File: config.mk
export PLATFORM = sky130hd
export DESIGN_NAME = run_controller
export DESIGN_NICKNAME = d
export VERILOG_FILES = /design/src/rtl/run_ctrl_pkg.sv /design/src/rtl/pc_stall_detector.sv /design/src/rtl/run_controller.sv
export SDC_FILE = /design/constraint.sdc
export NUM_CORES = 1
export LEC_CHECK = 0
export ABC_AREA = 0
export CAP_MARGIN = 20
export CORE_MARGIN = 1.5
export CORE_UTILIZATION = 42
export CTS_BUF_LIST = sky130_fd_sc_hd__clkbuf_8
export DETAILED_ROUTE_END_ITERATION = 12
export GPL_ROUTABILITY_DRIVEN = 0
export HOLD_SLACK_MARGIN = 0.15
export PLACE_DENSITY = 0.76
export SLEW_MARGIN = 0
export SYNTH_ARGS = -nofsm -noshare
export SYNTH_HDL_FRONTEND = slang
export SYNTH_HIERARCHICAL = 1
export SYNTH_SLANG_ARGS = --single-unit
File: constraint.sdc
create_clock -name clk -period 2.7 [get_ports clk]
set_clock_uncertainty 0.15 [all_clocks]
set_input_delay 0.675 -clock clk [delete_from_list [all_inputs] [get_ports clk]]
set_output_delay 0.675 -clock clk [all_outputs]
set_load 0.01 [all_outputs]
File: src/rtl/run_ctrl_pkg.sv
// Shared types for the MIPS run controller: FSM states and fail codes.
package run_ctrl_pkg;

    typedef enum logic [2:0] {
        ST_IDLE,
        ST_RESET,
        ST_RUN,
        ST_PASS,
        ST_FAIL
    } run_state_e;

    localparam logic [1:0] FAIL_NONE    = 2'd0;
    localparam logic [1:0] FAIL_DATA    = 2'd1;
    localparam logic [1:0] FAIL_TIMEOUT = 2'd2;
    localparam logic [1:0] FAIL_STALL   = 2'd3;

endpackage

File: src/rtl/pc_stall_detector.sv
// Flags a hang once pc has stayed unchanged for STALL_LIMIT consecutive enabled cycles.
module pc_stall_detector #(
    parameter int DATA_W      = 32,
    parameter int STALL_LIMIT = 16
) (
    input  logic              clk,
    input  logic              reset,
    input  logic              en,
    input  logic [DATA_W-1:0] pc,
    output logic              stalled
);

    localparam int              SW  = $clog2(STALL_LIMIT);
    localparam logic [SW-1:0]   SAT = SW'(STALL_LIMIT - 1);

    logic [DATA_W-1:0] prev_q;
    logic              vld_q;
    logic [SW-1:0]     cnt_q, cnt_d;
    logic              same;

    // The first enabled cycle has no previous pc to compare against.
    assign same    = vld_q && (pc == prev_q);
    assign stalled = same && (cnt_q == SAT);

    always_comb begin
        cnt_d = cnt_q;
        if (!en || !same) begin
            cnt_d = '0;
        end else if (cnt_q != SAT) begin
            cnt_d = cnt_q + 1'b1;
        end
    end

    always_ff @(posedge clk or negedge reset) begin
        if (!reset) begin
            prev_q <= '0;
            vld_q  <= 1'b0;
            cnt_q  <= '0;
        end else begin
            prev_q <= pc;
            vld_q  <= en;
            cnt_q  <= cnt_d;
        end
    end

endmodule

File: src/rtl/run_controller.sv
// Sequences core reset, counts RUN cycles and decides pass/fail from the
// signature store, a PC stall or a timeout.
module run_controller
    import run_ctrl_pkg::*;
#(
    parameter int          DATA_W       = 32,
    parameter int          RESET_CYCLES = 4,
    parameter int          TIMEOUT      = 1000,
    parameter int          STALL_LIMIT  = 16,
    parameter int          CNT_W        = 16,
    parameter int unsigned PASS_ADDR    = 84,
    parameter int unsigned PASS_DATA    = 7
) (
    input  logic              clk,
    input  logic              reset,
    input  logic              start,
    input  logic [DATA_W-1:0] pc,
    input  logic              memwrite,
    input  logic [DATA_W-1:0] dataadr,
    input  logic [DATA_W-1:0] writedata,
    output logic              core_reset,
    output logic              busy,
    output logic              done,
    output logic              pass,
    output logic [1:0]        fail_code,
    output logic [CNT_W-1:0]  cycle_count,
    output logic [DATA_W-1:0] last_pc
);

    localparam int              RW     = $clog2(RESET_CYCLES + 1);
    localparam logic [RW-1:0]   RLAST  = RW'(RESET_CYCLES - 1);
    localparam logic [CNT_W-1:0] TLAST = CNT_W'(TIMEOUT - 1);

    run_state_e        state_q, state_d;
    logic [RW-1:0]     rcnt_q, rcnt_d;
    logic [CNT_W-1:0]  count_q, count_d;
    logic [1:0]        fail_q, fail_d;
    logic [DATA_W-1:0] lpc_q, lpc_d;
    logic [1:0]        rel_q;
    logic              stalled;
    logic              sig_store;

    // Reset release is delayed two cycles; IDLE may not be left until it completes.
    always_ff @(posedge clk or negedge reset) begin
        if (!reset) rel_q <= '0;
        else        rel_q <= {rel_q[0], 1'b1};
    end

    pc_stall_detector #(
        .DATA_W      (DATA_W),
        .STALL_LIMIT (STALL_LIMIT)
    ) u_stall (
        .clk     (clk),
        .reset   (reset),
        .en      (state_q == ST_RUN),
        .pc      (pc),
        .stalled (stalled)
    );

    assign sig_store = memwrite && (dataadr == DATA_W'(PASS_ADDR));

    always_comb begin
        state_d = state_q;
        rcnt_d  = rcnt_q;
        count_d = count_q;
        fail_d  = fail_q;
        lpc_d   = lpc_q;
        unique case (state_q)
            ST_IDLE:  if (start && rel_q[1]) state_d = ST_RESET;
            ST_RESET: begin
                if (rcnt_q == RLAST) state_d = ST_RUN;
                else                 rcnt_d  = rcnt_q + 1'b1;
            end
            ST_RUN: begin
                count_d = count_q + 1'b1;
                if (sig_store && (writedata == DATA_W'(PASS_DATA))) begin
                    state_d = ST_PASS;
                    lpc_d   = pc;
                end else if (sig_store) begin
                    state_d = ST_FAIL;
                    fail_d  = FAIL_DATA;
                    lpc_d   = pc;
                end else if (stalled) begin
                    state_d = ST_FAIL;
                    fail_d  = FAIL_STALL;
                    lpc_d   = pc;
                end else if (count_q == TLAST) begin
                    state_d = ST_FAIL;
                    fail_d  = FAIL_TIMEOUT;
                    lpc_d   = pc;
                end
            end
            ST_PASS, ST_FAIL: if (start) state_d = ST_RESET;
            default:  state_d = ST_IDLE;
        endcase
        // Every entry into RESET starts a fresh run with cleared results.
        if (state_d == ST_RESET && state_q != ST_RESET) begin
            rcnt_d  = '0;
            count_d = '0;
            fail_d  = FAIL_NONE;
            lpc_d   = '0;
        end
    end

    always_ff @(posedge clk or negedge reset) begin
        if (!reset) begin
            state_q <= ST_IDLE;
            rcnt_q  <= '0;
            count_q <= '0;
            fail_q  <= FAIL_NONE;
            lpc_q   <= '0;
        end else begin
            state_q <= state_d;
            rcnt_q  <= rcnt_d;
            count_q <= count_d;
            fail_q  <= fail_d;
            lpc_q   <= lpc_d;
        end
    end

    assign core_reset  = (state_q != ST_RUN);
    assign busy        = (state_q == ST_RESET) || (state_q == ST_RUN);
    assign done        = (state_q == ST_PASS) || (state_q == ST_FAIL);
    assign pass        = (state_q == ST_PASS);
    assign fail_code   = fail_q;
    assign cycle_count = count_q;
    assign last_pc     = lpc_q;

endmodule

==> out/summary.md, run 1 <==
The time the final worst path needs with I/O delays and setup is 2.71 ns. The worst register-to-register path ends at fail_code[1]. The critical path capture point type is a flip-flop.

Clock tree synthesis found a total of 95 sinks. The startpoint identified for the worst register-to-register timing path is u_stall/prev_q[11]. The tools report the final count of negative-setup-slack endpoints as 1.

Of the total power, combinational logic draws 23.7%. Headroom to the max-slew limit came out at 43.1%. The tools report the count of antenna diodes in the layout as 0. The data required time at the worst endpoint is 2.84 ns, and the DRC violation count after routing is 0.

Yosys attributes the largest share of cell area to sky130_fd_sc_hd__dfrtp_1 55%, sky130_fd_sc_hd__mux2i_1 8.1%, sky130_fd_sc_hd__xor2_1 6.5%, sky130_fd_sc_hd__nand2_1 4.3%, sky130_fd_sc_hd__inv_1 3.5%. The post-synthesis async set-or-reset flop share works out to 100%. The number of H-tree branching levels is 3, and the arrival time of data at the critical path endpoint is 2.85 ns.

The tools report the worst slack at placement as -0.687 ns. The clock slew at the register clock pins of the worst setup and hold paths is 0.10 ns, and the floorplan die area is 10900 µm². The most critical setup path has its startpoint at pc[27]. The register area came out at 2380 µm².

Counting the buffers created by CTS gives 9. In this design, the largest share of critical-path delay is due to simple AND/OR/NAND/NOR gates. In this run the remaining antenna-violating nets after routing total 0. The most used flip-flop cell after synthesis is sky130_fd_sc_hd__dfrtp_1. The critical path runs through a total of 10 cells. For this design the ratio of total power to cell area is 514 nW/µm². The biggest area contributor in the post-synthesis netlist is sky130_fd_sc_hd__dfrtp_1. Entering global routing, the biggest net connects 46 pins. STA classifies the critical path startpoint as an input pin. The number of nets in the synthesized netlist is 503.

The cell with the largest stage delay on the worst path is sky130_fd_sc_hd__clkdlybuf4s50_1. Cells with a size suffix above 1 make up 18.6% of the layout. The logs give 0.00335 µW for the static leakage and 1870 µm² for the combined area of the multi-input logic cells.

Via count of the first global-routing pass: 3880. A synthesized cell averages 10.8 µm². The logs give 68.6% for the utilization after layout and 707 for the number of nets in the layout. The initial core utilization was 43.8%.

For this design the total switching power over the nets is 996 µW. Setup repair after global routing could not meet its margin everywhere. The tools report the cell area after technology mapping as 4320 µm². The later pin in the worst-skew pair is clocked with a latency of 0.36 ns. The root buffer cell chosen for the clock tree is sky130_fd_sc_hd__clkbuf_8. Of the post-synthesis cell area, the dominant cell type holds 55.0%. The count of cells in the finished layout, fillers not included, comes to 741. The floorplan core area is 9860 µm², and the cell internal power dissipation is 2490 µW. Summing all non-filler instances in the final layout gives an area of 6770 µm².

The number of cells in the design after placement is 715. The final reports fail on negative setup slack. The initial antenna violation count is 0, and the distinct cell type count after synthesis is 51. Timing would allow up to 0.370 GHz. Global routing used 21.4% of the available tracks across all layers.

Synthesis handed over a netlist of 399 instances. Traced cell by cell, the critical path runs through clkdlybuf4s50_1 -> xor2_1 -> nor4_2 -> nand3_2 -> nor4_4 -> a41o_1 -> buf_6 -> a21oi_2 -> or2_4 -> a21oi_2. The run gives 0 as the final count of hold timing violations. The final-report max-slew violation count came out at 0.

The per-cell routed wire length works out to 14.9 µm. The share of the Yosys chip area taken by registers is 55.0%. Per report_power, the clock group accounts for 30.4% of the total.

The run finished, with violations left. In this run the cell area measured after placement is 6350 µm². The tool flagged a number of max-cap violations equal to 0. Buffers placed on the I/O ports in this run total 153.

In this run, synthesis produced a sequential element count of 95. The clock passes through at most 2 buffers. In this run the horizontal extent of the chip is 104 µm.

Capturing element of the worst setup path: fail_code[1]. The first detailed-routing pass ran for 4 iterations. The flop-to-flop setup slack was 0.02 ns; the count of pins on the block boundary was 154. The tools report the final critical-path setup slack as -0.00631 ns. The number of enable-type register cells in the synthesized netlist was 0; the total number of placement rows was 36. The final critical-path share of the clock period works out to 100%. Counting cells, the worst reg-to-reg path comes to 10. The critical path contains buffers and inverters numbering 2 combined. The critical setup path kind is in -> reg. The proportion of power drawn by flip-flops and latches came out at 45.9%. The run gives 354 µV as the worst supply voltage drop on vdd.

The library cell with the highest instance count after synthesis was sky130_fd_sc_hd__dfrtp_1. The commonest cells after synthesis are 95 x sky130_fd_sc_hd__dfrtp_1, 49 x sky130_fd_sc_hd__nand2_1, 40 x sky130_fd_sc_hd__inv_1. For the pin with the worst max-slew slack, the measured transition is 0.853 ns.

TritonCTS built the clock tree. The detailed-route wire length was 11100 µm; the count of yosys warnings during synthesis was 6. On the worst path, the slowest cell contributes a delay of 0.46 ns. Of all nets on the critical path, the largest fanout is 3. The routed via count divided by cell count is 4.94, and the number of DRC violations after detailed-routing iteration 0 is 126. The die outline height came out at 104 µm. By instance count, the cell type seen most on the critical path is sky130_fd_sc_hd__a21oi_2. The switching part of the total works out to 28.6%. The first global-routing pass estimated 18700 µm of wire.

Summed over all layers, the global routing overflow is 0. The run gives 759 as the filler cell count in the final layout. The signed area change from the synthesized netlist to the final layout came out at 56.6%.

The min-delay analysis places its worst path in the category in -> async. The detailed router placed 3657 vias in this run. The run gives 8220 µm as the sum of net half-perimeters after detailed placement.
-- power by group through the flow --
| stage | clock network (µW) | registers [µW] | logic (µW) |
|---|---|---|---|
| 6_report | 1060 | 1600 | 824 |
| 5_1_grt | 1150 | 1610 | 915 |
| 4_1_cts | 1090 | 1600 | 796 |
| 3_5_place_dp | 0 | 1620 | 780 |
| 3_3_place_gp | 0 | 1620 | 762 |
| 2_1_floorplan | 0 | 1610 | 365 |
-- cells in the final DEF, fill, tap and decap left out, types with 7 or more instances in the layout --
cell type,n
sky130_fd_sc_hd__nor4_1,15
sky130_fd_sc_hd__inv_1,40
sky130_fd_sc_hd__buf_4,44
sky130_fd_sc_hd__clkdlybuf4s50_1,128
sky130_fd_sc_hd__xor2_1,32
sky130_fd_sc_hd__nor2_1,18
sky130_fd_sc_hd__clkbuf_8,9
sky130_fd_sc_hd__dfrtp_1,94
sky130_fd_sc_hd__mux2i_1,34
sky130_fd_sc_hd__nand3_1,8
sky130_fd_sc_hd__nand2_1,48
sky130_fd_sc_hd__xnor2_1,7
sky130_fd_sc_hd__dlygate4sd2_1,7
-- metal layers --
metal,global-route usage (%),wire length [µm],vias up
met1,26.0,4500,1801
met2,39.7,6050,95
met5,0,0,-
met3,3.63,451,8
met4,3.87,80,0
li1,-,-,1753
-- worst register-to-register path: stages (launching register included) --
cell and delay, ns:
sky130_fd_sc_hd__dfrtp_1 0.42, sky130_fd_sc_hd__nand2b_4 0.08, sky130_fd_sc_hd__o2111ai_2 0.12, sky130_fd_sc_hd__or4_4 0.53, sky130_fd_sc_hd__or2_4 0.26, sky130_fd_sc_hd__nor4_4 0.29
sky130_fd_sc_hd__a41o_1 0.22, sky130_fd_sc_hd__buf_6 0.13, sky130_fd_sc_hd__a21oi_2 0.04, sky130_fd_sc_hd__or2_4 0.23, sky130_fd_sc_hd__a21oi_2 0.14
-- stage by stage --
| step | setup TNS (ns) | hold WS, ns | power (µW) |
|---|---|---|---|
| after floorplan | 0 | 0.181 | 1980 |
| after global placement | -21.02 | 0.182 | 2380 |
| after detailed placement | -22.15 | 0.190 | 2400 |
| after CTS | -0.0721 | 0.163 | 3480 |
| after global routing | -1.91 | 0.178 | 3670 |
| final | -0.00631 | 0.151 | 3480 |
-- sequential cells by signal, summed over array words and instances, names as in the netlist --
register        cells
last_pc            32
u_stall/prev_q     32
cycle_count        16
u_stall/cnt_q       4
rcnt_q              3
state_q             3
fail_code           2
rel_q               2
u_stall/vld_q       1
-- worst min-delay path by stage --
stage	to	cells past startpoint	start
floorplan	rel_q[1]	0	rel_q[0]
global placement	rel_q[1]	0	rel_q[0]
detailed placement	rel_q[1]	0	rel_q[0]
CTS	u_stall/prev_q[9]	1	reset
global route	u_stall/prev_q[9]	1	reset
finish	u_stall/prev_q[9]	1	reset
-- layout make-up --
cell class,count,share of cell area (%)
repair buffers,204,29.1
well taps,133,2.46
inverters,42,2.37
clock buffers,9,1.83
flip-flops and latches,95,35.1
clock inverters,7,1.50
multi-input cells,251,27.6
-- what timing repair did --
| action | in CTS | in global routing |
|---|---|---|
| resized for setup | 61 | 28 |
| gates cloned | 1 | 0 |
| pin swaps | 18 | 13 |
| hold buffers | 0 | 0 |
| endpoints found under the setup margin | 36 | 41 |
| buffers inserted | 3 | 6 |
-- kinds of logic after synthesis --
family,count (synthesis),share of synthesized area (%)
and+or+nand+nor,142,17.5
DFF,95,55.0
buffers and inverters,53,5.12
xor gates and xnor gates,41,8.31
muxes,36,8.36
AOI/OAI and AO/OA,27,4.52
adders and majority gates,4,1.16
other,1,0.0867
No activity file was read; power rests on OpenSTA's default activity.
==> inputs of run 2 (changes only) <==
--- a/config.mk
+++ b/config.mk
@@ -14,6 +14,7 @@
 export GPL_ROUTABILITY_DRIVEN = 0
 export HOLD_SLACK_MARGIN = 0.15
 export PLACE_DENSITY = 0.76
+export SETUP_SLACK_MARGIN = 0.1
 export SLEW_MARGIN = 0
 export SYNTH_ARGS = -nofsm -noshare
 export SYNTH_HDL_FRONTEND = slang
==> out/summary.md, run 2 (synthesis results as in run 1) <==
The number of DRC violations after detailed-routing iteration 0 was 149 (+18%). The initial antenna violation count is 0 (unchanged), and the slew at the pin with the worst max-slew slack is 0.524 ns (-0.329 ns). The run gives 6340 µm² (-0.26%) as the standard cell area after detailed placement.

The critical path is of the in -> reg type. The final critical-path share of the clock period is 96.7% (-3.5 points). For the total iterations of the first detailed-routing run, the log shows 5 (+1). The first-pass GRT wire length came out at 18100 µm (-3.3%). Number of H-tree branching levels: 3 (unchanged). The flop-to-flop setup slack was 0.13 ns (+0.11 ns); the power density over the cells was 492 nW/µm² (-4.3%).

TritonCTS built the clock tree. The clock slew at the register clock pins of the worst setup and hold paths is 0.09 ns (about the same). The gate family responsible for the most delay along the worst path was simple AND/OR/NAND/NOR gates. The run finished with clean final reports. The post-route antenna net violation count was 0 (unchanged).

The time the final worst path needs with I/O delays and setup is 2.61 ns (-0.0951 ns), and the clock latency reported for the late side of the worst-skew pair is 0.36 ns (about the same). Sum of net half-perimeters after detailed placement: 8020 µm (-2.4%). The logs give 3817 (-1.6%) for the via count of the first global-routing pass and 0 (unchanged) for the DRC violation count after routing.

The number of buffers and inverters on the critical path is 3 (+1). The routed via count divided by cell count came out at 4.93 (-0.15%). The critical-path maximum fanout was 3 (unchanged); the total routing usage reported by global routing was 20.7% (-0.71 points).

Leaving out fill and tap cells, the most frequent cell in the layout is sky130_fd_sc_hd__clkdlybuf4s50_1. The per-cell routed wire length works out to 14.7 µm (-1.9%). From synthesis to final layout, the design area changed by 56.9%. For the final count of negative-setup-slack endpoints, the log shows 0 (-1).

The number of nets in the layout came out at 712 (+0.71%). The tree is rooted in a sky130_fd_sc_hd__clkbuf_8. The filler cell count in the final layout is 763 (+0.53%), and the number of buffers created by CTS is 9 (unchanged). The register area was 2380 µm² (unchanged); the count of antenna diodes in the layout was 0 (unchanged).

For the arrival time of data at the critical path endpoint, the log shows 2.72 ns (-0.13 ns). The biggest cell delay along the critical path works out to 0.44 ns (-0.02 ns). The tools report the kind of launch point of the worst setup path as an input pin. The worst setup path is captured at a flip-flop. The total negative slack came out at 0 ns (+0.00631 ns).

The number of buffers on the longest clock path was 2 (unchanged); the global route total overflow was 0 (unchanged). The share of cells above drive strength 1 came out at 18.8% (+0.17 points). The tools report the combined area of the multi-input logic cells as 1880 µm² (+0.53%). The logs give 10900 µm² (unchanged) for the floorplan die area and 64.8% (+22 points) for the tightest slew margin relative to the limit. The detailed-route wire length was 10900 µm (-1.2%).

The total number of placement rows is 36 (unchanged), and the die outline height is 104 µm (unchanged). The logs give 0 (unchanged) for the final count of hold timing violations and 0 (unchanged) for the max-capacitance violation count. The static leakage is 0.00338 µW (+0.90%). The count of pins on the block boundary came out at 154 (unchanged). The run gives 3676 (+0.52%) as the via count of the routed design. Number of cells in the design after placement: 717 (+0.28%). The logs give 2.81 ns (-0.03 ns) for the data required time at the worst endpoint and 278 µV (-21%) for the worst supply voltage drop on vdd.

In the layout the commonest cells are 121 x sky130_fd_sc_hd__clkdlybuf4s50_1, 94 x sky130_fd_sc_hd__dfrtp_1, 49 x sky130_fd_sc_hd__buf_4. The number of buffers added on ports was 153 (unchanged). For the number of cells in the finished layout apart from fillers, the log shows 746 (+0.67%). The tools report the maximum number of pins on one net before global-route repair as 73 (+59%). The signal on the critical path passes through clkdlybuf4s50_1 -> xor2_1 -> nor4_2 -> nand3_2 -> buf_4 -> buf_4 -> or3_1 -> nor4_2. The die outline width came out at 104 µm (unchanged). Sink count of the clock tree: 95 (unchanged). The slowest stage of the critical path belongs to the cell sky130_fd_sc_hd__clkdlybuf4s50_1.

The final non-filler cell area was 6780 µm² (+0.17%); the upper clock frequency limit was 0.383 GHz (+3.6%). The logs give 9860 µm² (unchanged) for the floorplan core area and 43.8% (unchanged) for the initial core utilization. Setup repair after global routing could not meet its margin everywhere. The worst hold path belongs to the class reg -> reg. The run gives 0 (unchanged) as the final-report max-slew violation count.
run 2: cell count changes in the layout (fill, tap and decap cells not counted), sizes merged, moves of 3 or more:
cell,previous run,this run
buf,58,63
clkdlybuf4s50,128,121
dlymetal6s2s,4,8
dlygate4sd2,7,12
clkbuf,13,10
run 2: final cells by class:
type                            instances  share of cell area, %
Timing Repair Buffer                  209                   29.5
Clock buffer                            9                   1.83
Tap cell                              133                   2.45
Clock inverter                          7                   1.07
Inverter                               42                   2.36
Multi-Input combinational cell        251                   27.7
Sequential cell                        95                   35.1
run 2: path summary, 6_finish.rpt:
kind,startpoint,endpoint,cells after the start
max in group asynchronous,reset,state_q[1],3
setup reg to reg,u_stall/prev_q[8],fail_code[1],10
hold reg to reg,rel_q[0],rel_q[1],0
setup / recovery,pc[24],u_stall/cnt_q[1],8
hold / removal,rel_q[0],rel_q[1],0
min in group asynchronous,reset,u_stall/prev_q[9],2
run 2: layer usage:
| layer | global-route usage [%] | up-vias | wire [µm] |
|---|---|---|---|
| met1 | 24.9 | 1772 | 4520 |
| met4 | 6.15 | 0 | 184 |
| met2 | 36.8 | 121 | 5670 |
| met5 | 0 | - | 0 |
| met3 | 4.51 | 16 | 565 |
| li1 | - | 1767 | - |
run 2: power by group:
part	internal, µW	leakage [µW]	switching (µW)
Clock	432	0.000101	500
Combinational	429	0.00204	379
Sequential	1510	0.00123	84.9
Total	2370	0.00338	963
run 2: repair_timing:
action                                  4_1_cts  5_1_grt
pin swaps                                    20       16
hold buffers                                  1        0
endpoints found under the setup margin       39       40
setup buffers                                10        1
gates resized for setup                      72       22
endpoints found under the hold margin        23        0
cloned                                        1        0
run 2: worst register-to-register path, delay by kind of cell (launching register included):
kind	cells	cell delay, ns
buffers and inverters	1	0.13
AND/OR/NAND/NOR	4	1.21
XOR/XNOR	1	0.15
flip-flops	1	0.40
AO/OA/AOI/OAI	4	0.47
run 2: metrics by stage:
| step | setup WS, ns | total power [µW] | utilization, % | hold WS [ns] |
|---|---|---|---|---|
| global route | -0.0378 | 3520 | 68.8 | 0.229 |
| CTS | -0.0325 | 3360 | 68.0 | 0.206 |
| finish | 0.0888 | 3340 | 68.8 | 0.204 |
| detailed placement | -0.674 | 2410 | 64.2 | 0.186 |
| floorplan | 0.0349 | 1990 | - | 0.181 |
| global placement | -0.609 | 2380 | 64.2 | 0.181 |
==> inputs of run 3 (changes only) <==
--- a/config.mk
+++ b/config.mk
@@ -8,12 +8,12 @@
 export ABC_AREA = 0
 export CAP_MARGIN = 20
 export CORE_MARGIN = 1.5
-export CORE_UTILIZATION = 42
+export CORE_UTILIZATION = 35
 export CTS_BUF_LIST = sky130_fd_sc_hd__clkbuf_8
 export DETAILED_ROUTE_END_ITERATION = 12
 export GPL_ROUTABILITY_DRIVEN = 0
 export HOLD_SLACK_MARGIN = 0.15
-export PLACE_DENSITY = 0.76
+export PLACE_DENSITY = 0.64
 export SETUP_SLACK_MARGIN = 0.1
 export SLEW_MARGIN = 0
 export SYNTH_ARGS = -nofsm -noshare
==> out/summary.md, run 3 (synthesis results as in run 1) <==
The run finished with clean final reports. The sink count of the clock tree is 95 (unchanged), and the tightest hold margin is 0.134 ns (-0.0701 ns). For the utilization after layout, the log shows 56.5% (-12 points). For the via count of the first global-routing pass, the log shows 3784 (-0.86%). Setup repair after global routing could not meet its margin everywhere. The run gives 0 (unchanged) as the global route total overflow. The tools report the number of DRC violations after detailed-routing iteration 0 as 146 (-2.0%). The tightest slew margin relative to the limit is 60.7% (-4.1 points), and the final count of negative-setup-slack endpoints is 0 (unchanged).

The routed via count divided by cell count was 4.77 (-3.2%). Top layer used by detailed routing: met5. The final critical-path share of the clock period was 95.4% (-1.3 points); the sum of routed wire segments on met1 was 4920 µm (+8.8%). The number of H-tree branching levels was 3 (unchanged); the max-capacitance violation count was 0 (unchanged). The run gives 0.388 GHz (+1.4%) as the upper clock frequency limit. The most common library cell in the layout ignoring fill and taps was sky130_fd_sc_hd__clkdlybuf4s50_1. Count of pins on the block boundary: 154 (unchanged). The detailed-route wire length was 11400 µm (+4.0%).

For the total of hold buffers inserted after clock tree synthesis, the log shows 0 (-1). The cell with the largest stage delay on the worst path is sky130_fd_sc_hd__or4_4. The maximum number of pins on one net before global-route repair was 46 (-37%). The cell family contributing the most delay on the critical path is simple AND/OR/NAND/NOR gates.

Kind of launch point of the worst setup path: an input pin. For the total iterations of the first detailed-routing run, the log shows 6 (+1). The logs give 712 (unchanged) for the number of nets in the layout and 18.3% (-2.4 points) for the total routing usage reported by global routing. Biggest cell delay along the critical path: 0.55 ns (+0.11 ns).

The number of buffers and inverters on the critical path works out to 2 (-1). The slew at the pin with the worst max-slew slack is 0.589 ns (+0.0649 ns), and the met2 layer wire length in the routed design is 5860 µm (+3.4%). The count of antenna diodes in the layout is 0 (unchanged), and the number of buffers added on ports is 153 (unchanged). The final-report max-slew violation count is 0 (unchanged).

Traced cell by cell, the critical path runs through clkdlybuf4s15_1 -> o2111ai_4 -> or4_4 -> or2_4 -> nor4_4 -> a41o_1 -> o21ai_4 -> clkbuf_16 -> mux2i_1. The clock latency reported for the late side of the worst-skew pair is 0.38 ns (+0.02 ns). The power density over the cells was 493 nW/µm² (+0.17%); the number of cells in the design after placement was 731 (+2.0%). The static leakage is 0.00342 µW (+1.2%), and the final count of hold timing violations is 0 (unchanged). The clock slew at the register clock pins of the worst setup and hold paths came out at 0.10 ns (about the same). The tools report the via count of the routed design as 3625 (-1.4%). The worst min-delay path category was in -> async. The arrival time of data at the critical path endpoint is 2.73 ns (about the same). The critical setup path kind is in -> reg. The share of cells above drive strength 1 works out to 18.4% (-0.33 points).

The signed area change from the synthesized netlist to the final layout works out to 56.9% (about the same). The tools report the total number of placement rows as 40 (+11%). The tools report the critical path capture point type as a flip-flop. DRC violation count after routing: 0 (unchanged). The post-route antenna net violation count was 0 (unchanged); the initial core utilization was 36.0% (-7.8 points). The initial antenna violation count was 1 (+1); the critical-path maximum fanout was 6 (+3). TritonCTS built the clock tree.

The data required time at the worst endpoint was 2.86 ns (+0.05 ns); the floorplan core area was 12000 µm² (+22%). The sum of net half-perimeters after detailed placement was 8080 µm (+0.71%). The root buffer cell chosen for the clock tree is sky130_fd_sc_hd__clkbuf_8. The run gives 18500 µm (+2.4%) as the first-pass GRT wire length.

The number of buffers on the longest clock path is 2 (unchanged), and the time the final worst path needs with I/O delays and setup is 2.58 ns (-0.0360 ns). Worst supply voltage drop on vdd: 238 µV (-14%). The floorplan die area came out at 13000 µm² (+19%). The die outline width is 114 µm (+9.3%).

The detailed-routed wire length on met3 was 332 µm (-41%). For the total negative slack, the log shows 0 ns (unchanged). The number of cells in the finished layout apart from fillers was 760 (+1.9%).

The top cell types in the final layout, fill and taps aside, are 120 x sky130_fd_sc_hd__clkdlybuf4s50_1, 94 x sky130_fd_sc_hd__dfrtp_1, 51 x sky130_fd_sc_hd__buf_4. The die outline height was 114 µm (+9.3%); the per-cell routed wire length was 15.0 µm (+2.0%). The tools report the number of buffers created by CTS as 9 (unchanged).
run 3: changes by cell type in the layout (fill, tap and decap cells not counted), sizes merged:
cell and change:
clkbuf +3, buf -1, clkdlybuf4s50 -1, clkinvlp +1, dlygate4sd2 -2, dlymetal6s2s +2
inv +1, dlygate4sd3 -1, clkinv -2
run 3: cell type report:
cell class | instances | area (µm²)
timing repair buffer | 209 | 1990
multi-input combinational | 251 | 1880
clock buffer | 9 | 124
fill | 1063 | 5230
tap | 147 | 184
inverter | 42 | 160
sequential | 95 | 2380
clock inverter | 7 | 65.1
run 3: metrics by stage:
| step | instance area (µm²) | setup WS, ns | total power [µW] |
|---|---|---|---|
| floorplan | 4370 | 0.0349 | 1990 |
| global placement | 6350 | -0.610 | 2390 |
| detailed placement | 6350 | -0.701 | 2420 |
| CTS | 6640 | -0.0155 | 3380 |
| global route | 6780 | 0.00937 | 3530 |
| finish | 6780 | 0.125 | 3340 |
run 3: metal layers:
layer / global-route usage, % / vias to the layer above
met3: 3.39 / 20
met2: 31.2 / 73
met1: 22.7 / 1762
li1: - / 1768
met4: 8.25 / 2
met5: 0 / -
run 3: worst paths after layout:
path / startpoint / to / slack [ns] / cells after the start
hold reg to reg: rel_q[0] / rel_q[1] / 0.20 / 0
hold / removal: reset / last_pc[5] / 0.13 / 1
setup reg to reg: u_stall/prev_q[4] / last_pc[1] / 0.15 / 9
setup / recovery: pc[25] / last_pc[1] / 0.12 / 9
min in group clk: rel_q[0] / rel_q[1] / 0.20 / 0
max in group asynchronous: reset / last_pc[29] / 1.59 / 2
run 3: report_power, final:
| part | switching (µW) | internal (µW) |
|---|---|---|
| logic | 387 | 421 |
| clock network | 521 | 422 |
| registers | 79.3 | 1510 |
run 3: repair_timing:
| item | in CTS | in global routing |
|---|---|---|
| gates cloned | 1 | 2 |
| gates resized for setup | 59 | 28 |
| setup endpoints to repair | 39 | 40 |
| setup buffers | 9 | 2 |
| pin swaps | 15 | 12 |
